**config.mk**
```make
export PLATFORM = sky130hd
export DESIGN_NAME = rx_byte_assembler
export DESIGN_NICKNAME = d
export VERILOG_FILES = /design/src/rtl/usb_rx_pkg.sv /design/src/rtl/rx_byte_assembler_bit_unstuffer.sv /design/src/rtl/rx_byte_assembler.sv
export SDC_FILE = /design/constraint.sdc
export NUM_CORES = 1
export LEC_CHECK = 0
export ABC_AREA = 1
export CORE_MARGIN = 2
export CORE_UTILIZATION = 60
export CTS_BUF_LIST = sky130_fd_sc_hd__clkbuf_4 sky130_fd_sc_hd__clkbuf_8
export CTS_CLUSTER_DIAMETER = 200
export DETAILED_ROUTE_END_ITERATION = 6
export PLACE_DENSITY = 0.95
export SLEW_MARGIN = 20
export SYNTH_ARGS = -nofsm -noshare
export SYNTH_HDL_FRONTEND = slang
export SYNTH_HIERARCHICAL = 1
export SYNTH_SLANG_ARGS = --single-unit
```
**constraint.sdc**
```tcl
create_clock -name clk -period 5.15 [get_ports clk]
set_clock_uncertainty 0.15 [all_clocks]
set_input_delay 1.03 -clock clk [delete_from_list [all_inputs] [get_ports clk]]
set_output_delay 1.03 -clock clk [all_outputs]
set_load 0.01 [all_outputs]
```
**src/rtl/usb_rx_pkg.sv**
```systemverilog
// usb_rx_pkg: shared USB receive types and defaults (rx_state_t, SYNC_BYTE_DEF, MAX_ONES_DEF)
package usb_rx_pkg;
  typedef enum logic [1:0] {HUNT, RECV, ERR} rx_state_t;
  localparam logic [7:0] SYNC_BYTE_DEF = 8'h80;
  localparam int MAX_ONES_DEF = 6;
endpackage

```
**src/rtl/rx_byte_assembler_bit_unstuffer.sv**
```systemverilog
// bit_unstuffer: counts consecutive 1s; load presets 1 at SYNC, en qualifies a data strobe, drop_bit/stuff_violation flag the bit after MAX_ONES 1s
module bit_unstuffer
  import usb_rx_pkg::*;
#(
  parameter int MAX_ONES = MAX_ONES_DEF
) (
  input  logic clk,
  input  logic rst,
  input  logic load,
  input  logic en,
  input  logic d,
  output logic drop_bit,
  output logic stuff_violation
);
  localparam int W = $clog2(MAX_ONES + 1);
  logic [W-1:0] ones_cnt;
  logic full;
  assign full = ones_cnt == W'(MAX_ONES);
  assign drop_bit = en && full && !d;
  assign stuff_violation = en && full && d;
  always_ff @(posedge clk) begin
    if (rst) ones_cnt <= '0;
    else if (load) ones_cnt <= W'(1);
    else if (en) ones_cnt <= (full || !d) ? '0 : ones_cnt + W'(1);
  end
endmodule

```
**src/rtl/rx_byte_assembler.sv**
```systemverilog
// rx_byte_assembler: USB RX SYNC hunt, unstuffing and LSB-first byte assembly (in: clk rst shift_en d_orig eop; out: rcv_data byte_received sync_found rx_active stuff_err align_err)
module rx_byte_assembler
  import usb_rx_pkg::*;
#(
  parameter logic [7:0] SYNC_BYTE = SYNC_BYTE_DEF,
  parameter int MAX_ONES = MAX_ONES_DEF
) (
  input  logic       clk,
  input  logic       rst,
  input  logic       shift_en,
  input  logic       d_orig,
  input  logic       eop,
  output logic [7:0] rcv_data,
  output logic       byte_received,
  output logic       sync_found,
  output logic       rx_active,
  output logic       stuff_err,
  output logic       align_err
);
  rx_state_t state;
  logic [7:0] sr, sr_nx;
  logic [2:0] bit_cnt;
  logic hit, bit_en, drop_bit, stuff_violation;
  assign sr_nx = {d_orig, sr[7:1]};
  assign hit = state == HUNT && shift_en && sr_nx == SYNC_BYTE;
  assign bit_en = state == RECV && shift_en && !eop;
  bit_unstuffer #(.MAX_ONES(MAX_ONES)) u_unstuff (
    .clk(clk),
    .rst(rst),
    .load(hit),
    .en(bit_en),
    .d(d_orig),
    .drop_bit(drop_bit),
    .stuff_violation(stuff_violation)
  );
  always_ff @(posedge clk) begin
    if (rst) begin
      state <= HUNT;
      sr <= '0;
      rcv_data <= 8'hFF;
      bit_cnt <= '0;
      byte_received <= 1'b0;
      sync_found <= 1'b0;
      rx_active <= 1'b0;
      stuff_err <= 1'b0;
      align_err <= 1'b0;
    end else begin
      byte_received <= 1'b0;
      sync_found <= 1'b0;
      case (state)
        HUNT: if (shift_en) begin
          sr <= sr_nx;
          if (hit) begin
            state <= RECV;
            sync_found <= 1'b1;
            rx_active <= 1'b1;
            bit_cnt <= '0;
            stuff_err <= 1'b0;
            align_err <= 1'b0;
          end
        end
        RECV: if (eop) begin
          state <= HUNT;
          rx_active <= 1'b0;
          if (bit_cnt != '0) align_err <= 1'b1;
        end else if (stuff_violation) begin
          stuff_err <= 1'b1;
          state <= ERR;
        end else if (bit_en && !drop_bit) begin
          sr <= sr_nx;
          bit_cnt <= bit_cnt + 3'd1;
          if (bit_cnt == 3'd7) begin
            rcv_data <= sr_nx;
            byte_received <= 1'b1;
          end
        end
        ERR: if (eop) begin
          state <= HUNT;
          rx_active <= 1'b0;
        end
        default: state <= HUNT;
      endcase
    end
  end
endmodule

```
==> results.ini, run 1 <==
[floorplanning]
die_h_um = 52.0
die_w_um = 52.0
dieArea_um2 = 2710
pin_count = 18
start_util = 0.632
fp-row-count = 17
fp.coreArea_um2 = 2190

[synthesis]
synth_xor_area_frac = 0.00632
synth_compound_area_frac = 0.0858
synth_area_um2 = 1390
yosys_warnings = 6
synth-seq-cells = 28
synthMuxAreaShare = 0
syn_inst = 189
synth_top_family_by_area = simple AND/OR/NAND/NOR gates
synthAdderAreaFrac = 0.0813
ys_seq_area_frac = 0.405
avgSynthCellArea_um2 = 7.33
synth_nets = 203
synth_cell_types = 21
yosys.area_share.simple = 0.349

[clocking]
clockRootBuffer = clkbuf_4
clk-insertion-delay-late_ns = 0.34
ctsHoldBuffers = 0
clk_pin_slew_ns = 0.16
cts.sinks = 28
cts_tree = built
post_cts_buffers = 0
htreeDepth = 1
numCtsBuffers = 3
clock_path_buffers = 2
cts_resized = 0

[run]
drv_cap = 0

[placement]
portBuffers = 17
dp_cells = 230
routabilityCongestion = 0.828
placed_cell_area_um2 = 1560
hpwlAfterDp_mm = 2.08

[critical_path]
reg2reg_setup_slack_ns = 2.78
worst_r2r_path_depth = 11
critPathMaxFanout = 11
cp-end-kind = flip-flop
crit_required_ns = 5.23
critical_path_class = in -> reg
r2r-end = rcv_data[6]$_SDFFE_PP1P_
startpoint_type = primary input
rr_startpoint = state[1]$_SDFFE_PP0P_
critical_path_arrival_ns = 2.94

[grt]
gr-total-overflow = 0
grt_antenna_before_repair = 0
grt_pass1_vias = 1118
grt_pass1_wl_mm = 4.58
grt_max_degree = 17
grt_usage = 0.229

[detailed_routing]
first_iter_violations = 26
wl_per_cell_um = 11.8
vias = 1226
firstDrtPassIters = 5
drc = 0
wirelength_mm = 2.76
antenna_left = 0
routed_via_density = 5.24

[layout]
layout_common_cells = 49 x nand2_1, 30 x nor2_1, 28 x dfxtp_1
final_util = 0.738
num-nets-final = 221
antenna_cells = 0
final_common_cell = nand2_1
finalInstanceArea_um2 = 1620
fin_cells = 234
fillers = 159
area_delta_synth_final_pct = 16.7
drive_above_1_share = 0.0777

[hold_path]
hold_path_end = rcv_data[4]$_SDFFE_PP1P_
holdCritPathClass = reg -> reg
hold_depth = 2
worstHoldStart = rcv_data[4]$_SDFFE_PP1P_

[timing]
finalSetupTns_ns = 0
layout_min_cycle_time_ns = 2.86
finalSetupViolCount = 0
fmax_mhz = 349
maxSlewViolCount = 0
hold_violations = 0
worst_slew_pin_slew_ns = 0.491
max-slew-margin-rel = 0.672
period_share = 0.556
rsz0062_at_grt = no

[power]
leakagePower_nw = 0.744
ir_drop_mv = 0.299
p_per_area_nw_per_um2 = 416

[status]
status = complete, no violations

-- metrics by stage --
stage | setup WS [ns] | total power [mW] | hold WS (ns)
after global routing | 2.08 | 0.716 | 0.361
after CTS | 2.32 | 0.677 | 0.342
after detailed placement | 1.96 | 0.531 | 0.310
after global placement | 2.12 | 0.513 | 0.305
final | 2.29 | 0.673 | 0.337
after floorplan | 2.87 | 0.479 | 0.302
-- registers in the layout, indices dropped and copies added (netlist names) --
| register | count |
|---|---|
| rcv_data | 8 |
| sr | 7 |
| bit_cnt | 3 |
| u_unstuff/ones_cnt | 3 |
| state | 2 |
| align_err | 1 |
| byte_received | 1 |
| rx_active | 1 |
| stuff_err | 1 |
| sync_found | 1 |
-- routing by layer --
layer / GRT usage / up-vias / wire [µm]
li1: - / 628 / -
met1: 0.262 / 564 / 1190
met2: 0.409 / 30 / 1410
met3: 0.0287 / 4 / 115
met4: 0.123 / 0 / 56
met5: 0 / - / 0
-- worst max-delay path, cell delays in order --
cell	delay (ns)
clkdlybuf4s50_1	0.46
inv_2	0.09
nand2_2	0.09
nor2_4	0.19
nand3_1	0.14
nor2_1	0.14
inv_1	0.11
nand4_1	0.33
inv_1	0.19
nand2_1	0.10
nand3_1	0.07
-- cell families (layout without fill, tap and decap cells) --
logic type / count (synthesis) / after routing
and+or+nand+nor: 108 / 108
buffers and inverters: 24 / 41
xor gates and xnor gates: 1 / 1
adders and majority gates: 9 / 9
AOI/OAI and AO/OA: 19 / 19
DFF: 28 / 28
-- report_power, final --
part / leakage, nW / switching [mW] / internal, mW / total [mW]
combinational: 0.489 / 0.169 / 0.0978 / 0.267
sequential: 0.228 / 0.0168 / 0.242 / 0.259
clock: 0.0279 / 0.0684 / 0.0788 / 0.147
total: 0.744 / 0.254 / 0.419 / 0.673
-- worst max path at each step --
stage,startpoint,to,slack [ns],depth (start not counted)
after global routing,eop,rcv_data[2]$_SDFFE_PP1P_,2.08,11
after floorplan,eop,bit_cnt[1]$_SDFFE_PP0P_,2.87,11
after detailed placement,eop,rcv_data[2]$_SDFFE_PP1P_,1.96,11
after global placement,eop,rcv_data[3]$_SDFFE_PP1P_,2.12,11
after CTS,eop,rcv_data[2]$_SDFFE_PP1P_,2.32,11
final,eop,rcv_data[6]$_SDFFE_PP1P_,2.29,11
-- synth_stat cells --
cell | n | area [µm²]
nand2_1 | 49 | 184
nor2_1 | 30 | 113
dfxtp_1 | 28 | 561
inv_1 | 19 | 71.3
nand3_1 | 18 | 90.1
a21oi_1 | 10 | 50.1
ha_1 | 9 | 113
nand2_2 | 4 | 25.0
o21ai_0 | 4 | 20.0
buf_2 | 3 | 15.0
nand2_4 | 2 | 22.5
nand3_2 | 2 | 20.0
nor2_4 | 2 | 22.5
o21bai_1 | 2 | 15.0
a22oi_1 | 1 | 7.51
buf_6 | 1 | 11.3
inv_2 | 1 | 3.75
nand4_1 | 1 | 6.26
o211ai_1 | 1 | 7.51
o21bai_4 | 1 | 18.8
xor2_1 | 1 | 8.76
-- final cells by class --
cell class / instances / area (µm²) / share of cell area
clock buffers: 3 / 22.5 / 0.0139
well taps: 28 / 35.0 / 0.0217
multi-input cells: 137 / 723 / 0.447
repair buffers: 17 / 170 / 0.105
clock inverters: 1 / 30.0 / 0.0186
inverters: 20 / 75.1 / 0.0464
flip-flops and latches: 28 / 561 / 0.347
Power figures use the tool's default switching activity.
==> inputs of run 2 (changes only) <==
Settings changed: CORE_UTILIZATION 60 to 56, PLACE_DENSITY 0.95 to 0.91.
Clock period 5.15 ns to 2.8 ns, I/O delays scaled along.
==> run 2 against run 1 <==
Compared with the run above:
- final area grew 1.1%
- core utilization is 6.0 points lower
- global-route usage is 2.7 points lower
- sequential share of layout area is 0.37 points lower
- critical endpoint is now sr[6]$_SDFFE_PP0P_
- non-clock buffer count increased by 2
- via count shrank 0.65%
- setup slack got worse by 1.7 ns
- hold slack worse by 0.0034 ns
==> results.ini, run 2 (same netlist as run 1, synthesis figures left out) <==
[detailed_routing]
firstDrtPassIters = 5
wirelength_mm = 2.60
first_iter_violations = 36
drc = 0
antenna_left = 0
routed_via_density = 5.12
vias = 1218
wl_per_cell_um = 10.9

[power]
clockPowerShare = 0.216
leakagePower_nw = 0.753
ir_drop_mv = 0.518
p_seq_frac = 0.388
swShare = 0.371
p_per_area_nw_per_um2 = 751
power.switching_uw = 455
pwr-share-comb = 0.396
internal-power_uw = 772

[clocking]
numCtsBuffers = 3
post_cts_buffers = 0
htreeDepth = 1
cts.sinks = 28
ctsHoldBuffers = 0
clock_path_buffers = 2
clk_pin_slew_ns = 0.15
cts_tree = built
cts_resized = 0
clk-insertion-delay-late_ns = 0.33
clockRootBuffer = clkbuf_4

[critical_path]
startpoint_type = primary input
slowest_stage = clkdlybuf4s50_1
path_cells = clkdlybuf4s50_1, inv_1, nor2_4, nand3_1, nor2_1, inv_1, nand3_2, nand2_4, nand2_1, nand2_1, a21oi_1
cp-end-kind = flip-flop
critical_path_arrival_ns = 2.32
critPathBufInv = 3
critPathMaxFanout = 13
critical_path_class = in -> reg
crit_required_ns = 2.91
slowest_delay_ns = 0.50
critPathTopFamily = simple AND/OR/NAND/NOR gates

[floorplanning]
die_h_um = 53.7
dieArea_um2 = 2890
fp-row-count = 18
pin_count = 18
start_util = 0.575
fp.coreArea_um2 = 2410
die_w_um = 53.7

[grt]
grt_pass1_vias = 1005
grt_usage = 0.202
grt_max_degree = 17
grt_antenna_before_repair = 0
gr-total-overflow = 0
grt_pass1_wl_mm = 4.30

[timing]
finalSetupViolCount = 0
finalSetupTns_ns = 0
hold_violations = 0
period_share = 0.787
maxSlewViolCount = 0
max-slew-margin-rel = 0.636
worst_slew_pin_slew_ns = 0.545
rsz0062_at_grt = no
fmax_mhz = 454
layout_min_cycle_time_ns = 2.20

[layout]
drive_above_1_share = 0.0865
fin_cells = 238
max_flop_register = rcv_data
multiInputGateArea_um2 = 723
largestRegisters = rcv_data x8, sr x7
layout_common_cells = 49 x nand2_1, 30 x nor2_1, 28 x dfxtp_1
largest_reg_flops = 8
num-nets-final = 223
fillers = 197
area_delta_synth_final_pct = 18.0
antenna_cells = 0
finalInstanceArea_um2 = 1630
final_common_cell = nand2_1
seq_area_um2 = 561

[placement]
placed_cell_area_um2 = 1580
routabilityCongestion = 0.841
dp_cells = 234
hpwlAfterDp_mm = 1.89
portBuffers = 17

[run]
drv_cap = 0

[status]
status = complete, no violations

[hold_path]
holdCritPathClass = reg -> reg

## run 2: cell type report
type,instances,area share
inverters,20,0.0459
repair buffers,19,0.113
well taps,30,0.0230
clock inverters,1,0.0184
flip-flops and latches,28,0.343
clock buffers,3,0.0138
multi-input cells,137,0.443
## run 2: through the flow
| stage | hold slack (ns) | util | setup slack (ns) | total power [mW] |
|---|---|---|---|---|
| floorplan | 0.302 | - | 0.969 | 0.881 |
| global placement | 0.301 | 0.656 | 0.366 | 0.950 |
| detailed placement | 0.307 | 0.656 | 0.286 | 0.968 |
| CTS | 0.339 | 0.678 | 0.607 | 1.23 |
| global route | 0.357 | 0.678 | 0.429 | 1.32 |
| finish | 0.334 | 0.678 | 0.597 | 1.23 |
## run 2: worst register-to-register path, delay by kind of cell, from the launching register on
family          cells  cell delay (ns)
simple gates        8             1.03
fa+ha+maj           1             0.25
flops               1             0.35
compound gates      1             0.13
buf+inv             2             0.21
## run 2: path summary, 6_finish.rpt
| check | from | end | slack [ns] | cells past startpoint |
|---|---|---|---|---|
| max | shift_en | sr[6]$_SDFFE_PP0P_ | 0.60 | 11 |
| max reg2reg | state[1]$_SDFFE_PP0P_ | sr[6]$_SDFFE_PP0P_ | 0.62 | 12 |
| min | rcv_data[5]$_SDFFE_PP1P_ | rcv_data[5]$_SDFFE_PP1P_ | 0.33 | 2 |
| min reg2reg | rcv_data[5]$_SDFFE_PP1P_ | rcv_data[5]$_SDFFE_PP1P_ | 0.33 | 2 |
## run 2: power groups by stage
stage	combinational, mW	clock, mW	sequential (mW)
6_report	0.486	0.265	0.476
5_1_grt	0.557	0.283	0.482
4_1_cts	0.487	0.263	0.475
3_5_place_dp	0.484	0	0.484
3_3_place_gp	0.468	0	0.482
2_1_floorplan	0.398	0	0.483
## run 2: per-layer routing
layer / up-vias / GRT usage / wire, µm
met5: - / 0 / 0
met4: 0 / 0.0726 / 55
met3: 8 / 0.0333 / 83
met2: 28 / 0.339 / 1230
met1: 548 / 0.258 / 1230
li1: 634 / - / -
==> inputs of run 3 (changes only) <==
Clock period 2.8 ns to 2.09 ns, I/O delays scaled along.
==> run 3 against run 2 <==
Compared with the run above:
- final cell count is 3.4% higher
- largest power group unchanged
- power grew 41%
- setup slack got worse by 0.39 ns
- first-iteration DRC count is 8.3% lower
- sequential share of layout area fell by 1.6 points
- critical endpoint is now sr[7]$_SDFFE_PP0P_
- largest cell class unchanged
- die area unchanged
- combinational power rose by 52%
- register-to-register slack got worse by 0.42 ns
==> results.ini, run 3 (same netlist as run 1, synthesis figures left out) <==
[critical_path]
slowest_stage = dfxtp_1
startpoint_type = flip-flop
critPathMaxFanout = 7
slowest_delay_ns = 0.36
cp-end-kind = flip-flop
critical_path_class = reg -> reg
path_cells = inv_1, ha_4, nand2_2, nor2_4, nand3_1, nor2_1, inv_1, nand3_2, nand2_4, buf_4, nand3_1, a21oi_1
crit_required_ns = 2.22
critical_path_arrival_ns = 2.01

[power]
ir_drop_mv = 0.628
p_per_area_nw_per_um2 = 1010
power_mw = 1.74
leakagePower_nw = 0.792

[timing]
max-slew-margin-rel = 0.810
hold_violations = 0
finalSetupViolCount = 0
layout_min_cycle_time_ns = 1.89
maxSlewViolCount = 0
period_share = 0.902
finalSetupTns_ns = 0
rsz0062_at_grt = no
setup_slack_ns = 0.205
fmax_mhz = 530
worst_slew_pin_slew_ns = 0.283

[detailed_routing]
first_iter_violations = 33
firstDrtPassIters = 4
antenna_left = 0
vias = 1291
routed_via_density = 5.25
wirelength_mm = 2.99
drc = 0
wl_per_cell_um = 12.1

[grt]
grt_pass1_vias = 1151
grt_max_degree = 17
grt_antenna_before_repair = 0
grt_usage = 0.224
grt_pass1_wl_mm = 4.75
gr-total-overflow = 0

[layout]
num-nets-final = 231
drive_above_1_share = 0.134
fillers = 187
largest_reg_flops = 8
layout_common_cells = 48 x nand2_1, 30 x nor2_1, 28 x dfxtp_1
antenna_cells = 0
max_flop_register = rcv_data
final_common_cell = nand2_1
fin_cells = 246
area_delta_synth_final_pct = 23.8
largestRegisters = rcv_data x8, sr x7

[clocking]
cts.sinks = 28
clockRootBuffer = clkbuf_4
clock_path_buffers = 2
ctsHoldBuffers = 0
cts_tree = built
post_cts_buffers = 0
clk_pin_slew_ns = 0.15
htreeDepth = 1
clk-insertion-delay-late_ns = 0.33
numCtsBuffers = 3
cts_resized = 0

[floorplanning]
pin_count = 18
fp.coreArea_um2 = 2410
start_util = 0.575
die_w_um = 53.7
die_h_um = 53.7
dieArea_um2 = 2890
fp-row-count = 18

[status]
status = complete, no violations

[run]
drv_cap = 0

[placement]
dp_cells = 242
dp_slack_ns = -0.0690
portBuffers = 17
routabilityCongestion = 0.822
hpwlAfterDp_mm = 2.05

[hold_path]
holdCritPathClass = reg -> reg

==> run 3: cell count changes in the layout (fill, tap and decap cells not counted) <==
| cell | change |
|---|---|
| a22oi_1 | -1 |
| a22oi_2 | +1 |
| buf_4 | +8 |
| ha_1 | -1 |
| ha_4 | +1 |
| nand2_1 | -1 |
| nand2_2 | +1 |
==> run 3: worst paths after layout <==
| kind | startpoint | end | slack, ns | cells after the start |
|---|---|---|---|---|
| worst max-delay path | state[1]$_SDFFE_PP0P_ | sr[7]$_SDFFE_PP0P_ | 0.20 | 12 |
| worst min-delay path | rcv_data[4]$_SDFFE_PP1P_ | rcv_data[4]$_SDFFE_PP1P_ | 0.33 | 2 |
| worst max register to register | state[1]$_SDFFE_PP0P_ | sr[7]$_SDFFE_PP0P_ | 0.20 | 12 |
| worst min register to register | rcv_data[4]$_SDFFE_PP1P_ | rcv_data[4]$_SDFFE_PP1P_ | 0.33 | 2 |
==> run 3: per-layer routing <==
metal  track usage  wire length (µm)  vias to the layer above
li1              -                 -                      645
met1         0.268              1250                      581
met2         0.394              1500                       55
met3        0.0250               157                       10
met4         0.107                74                        0
met5             0                 0                        -
==> run 3: power breakdown <==
group / total [mW] / internal [mW] / switching (mW)
clock network: 0.356 / 0.194 / 0.162
registers: 0.641 / 0.597 / 0.0448
logic: 0.739 / 0.283 / 0.456
==> run 3: worst max-delay path, delay by kind of cell (launching register included) <==
| kind | cells | cell delay (ns) |
|---|---|---|
| and+or+nand+nor | 7 | 0.57 |
| buffers and inverters | 3 | 0.41 |
| DFF | 1 | 0.36 |
| adders and majority gates | 1 | 0.19 |
| AOI/OAI and AO/OA | 1 | 0.14 |
==> run 3: stage by stage <==
stage                     utilization  hold slack (ns)  cell area, µm²
after floorplan                     -            0.302            1390
after detailed placement        0.681            0.305            1640
final                           0.711            0.333            1710
after CTS                       0.703            0.339            1690
after global placement          0.681            0.302            1640
after global routing            0.711            0.361            1710
==> run 3: final cells by class <==
cell class / count / area, µm² / area share
Sequential cell: 28 / 561 / 0.327
Multi-Input combinational cell: 137 / 743 / 0.434
Timing Repair Buffer: 27 / 245 / 0.143
Inverter: 20 / 75.1 / 0.0438
Clock buffer: 3 / 22.5 / 0.0131
Tap cell: 30 / 37.5 / 0.0219
Clock inverter: 1 / 30.0 / 0.0175
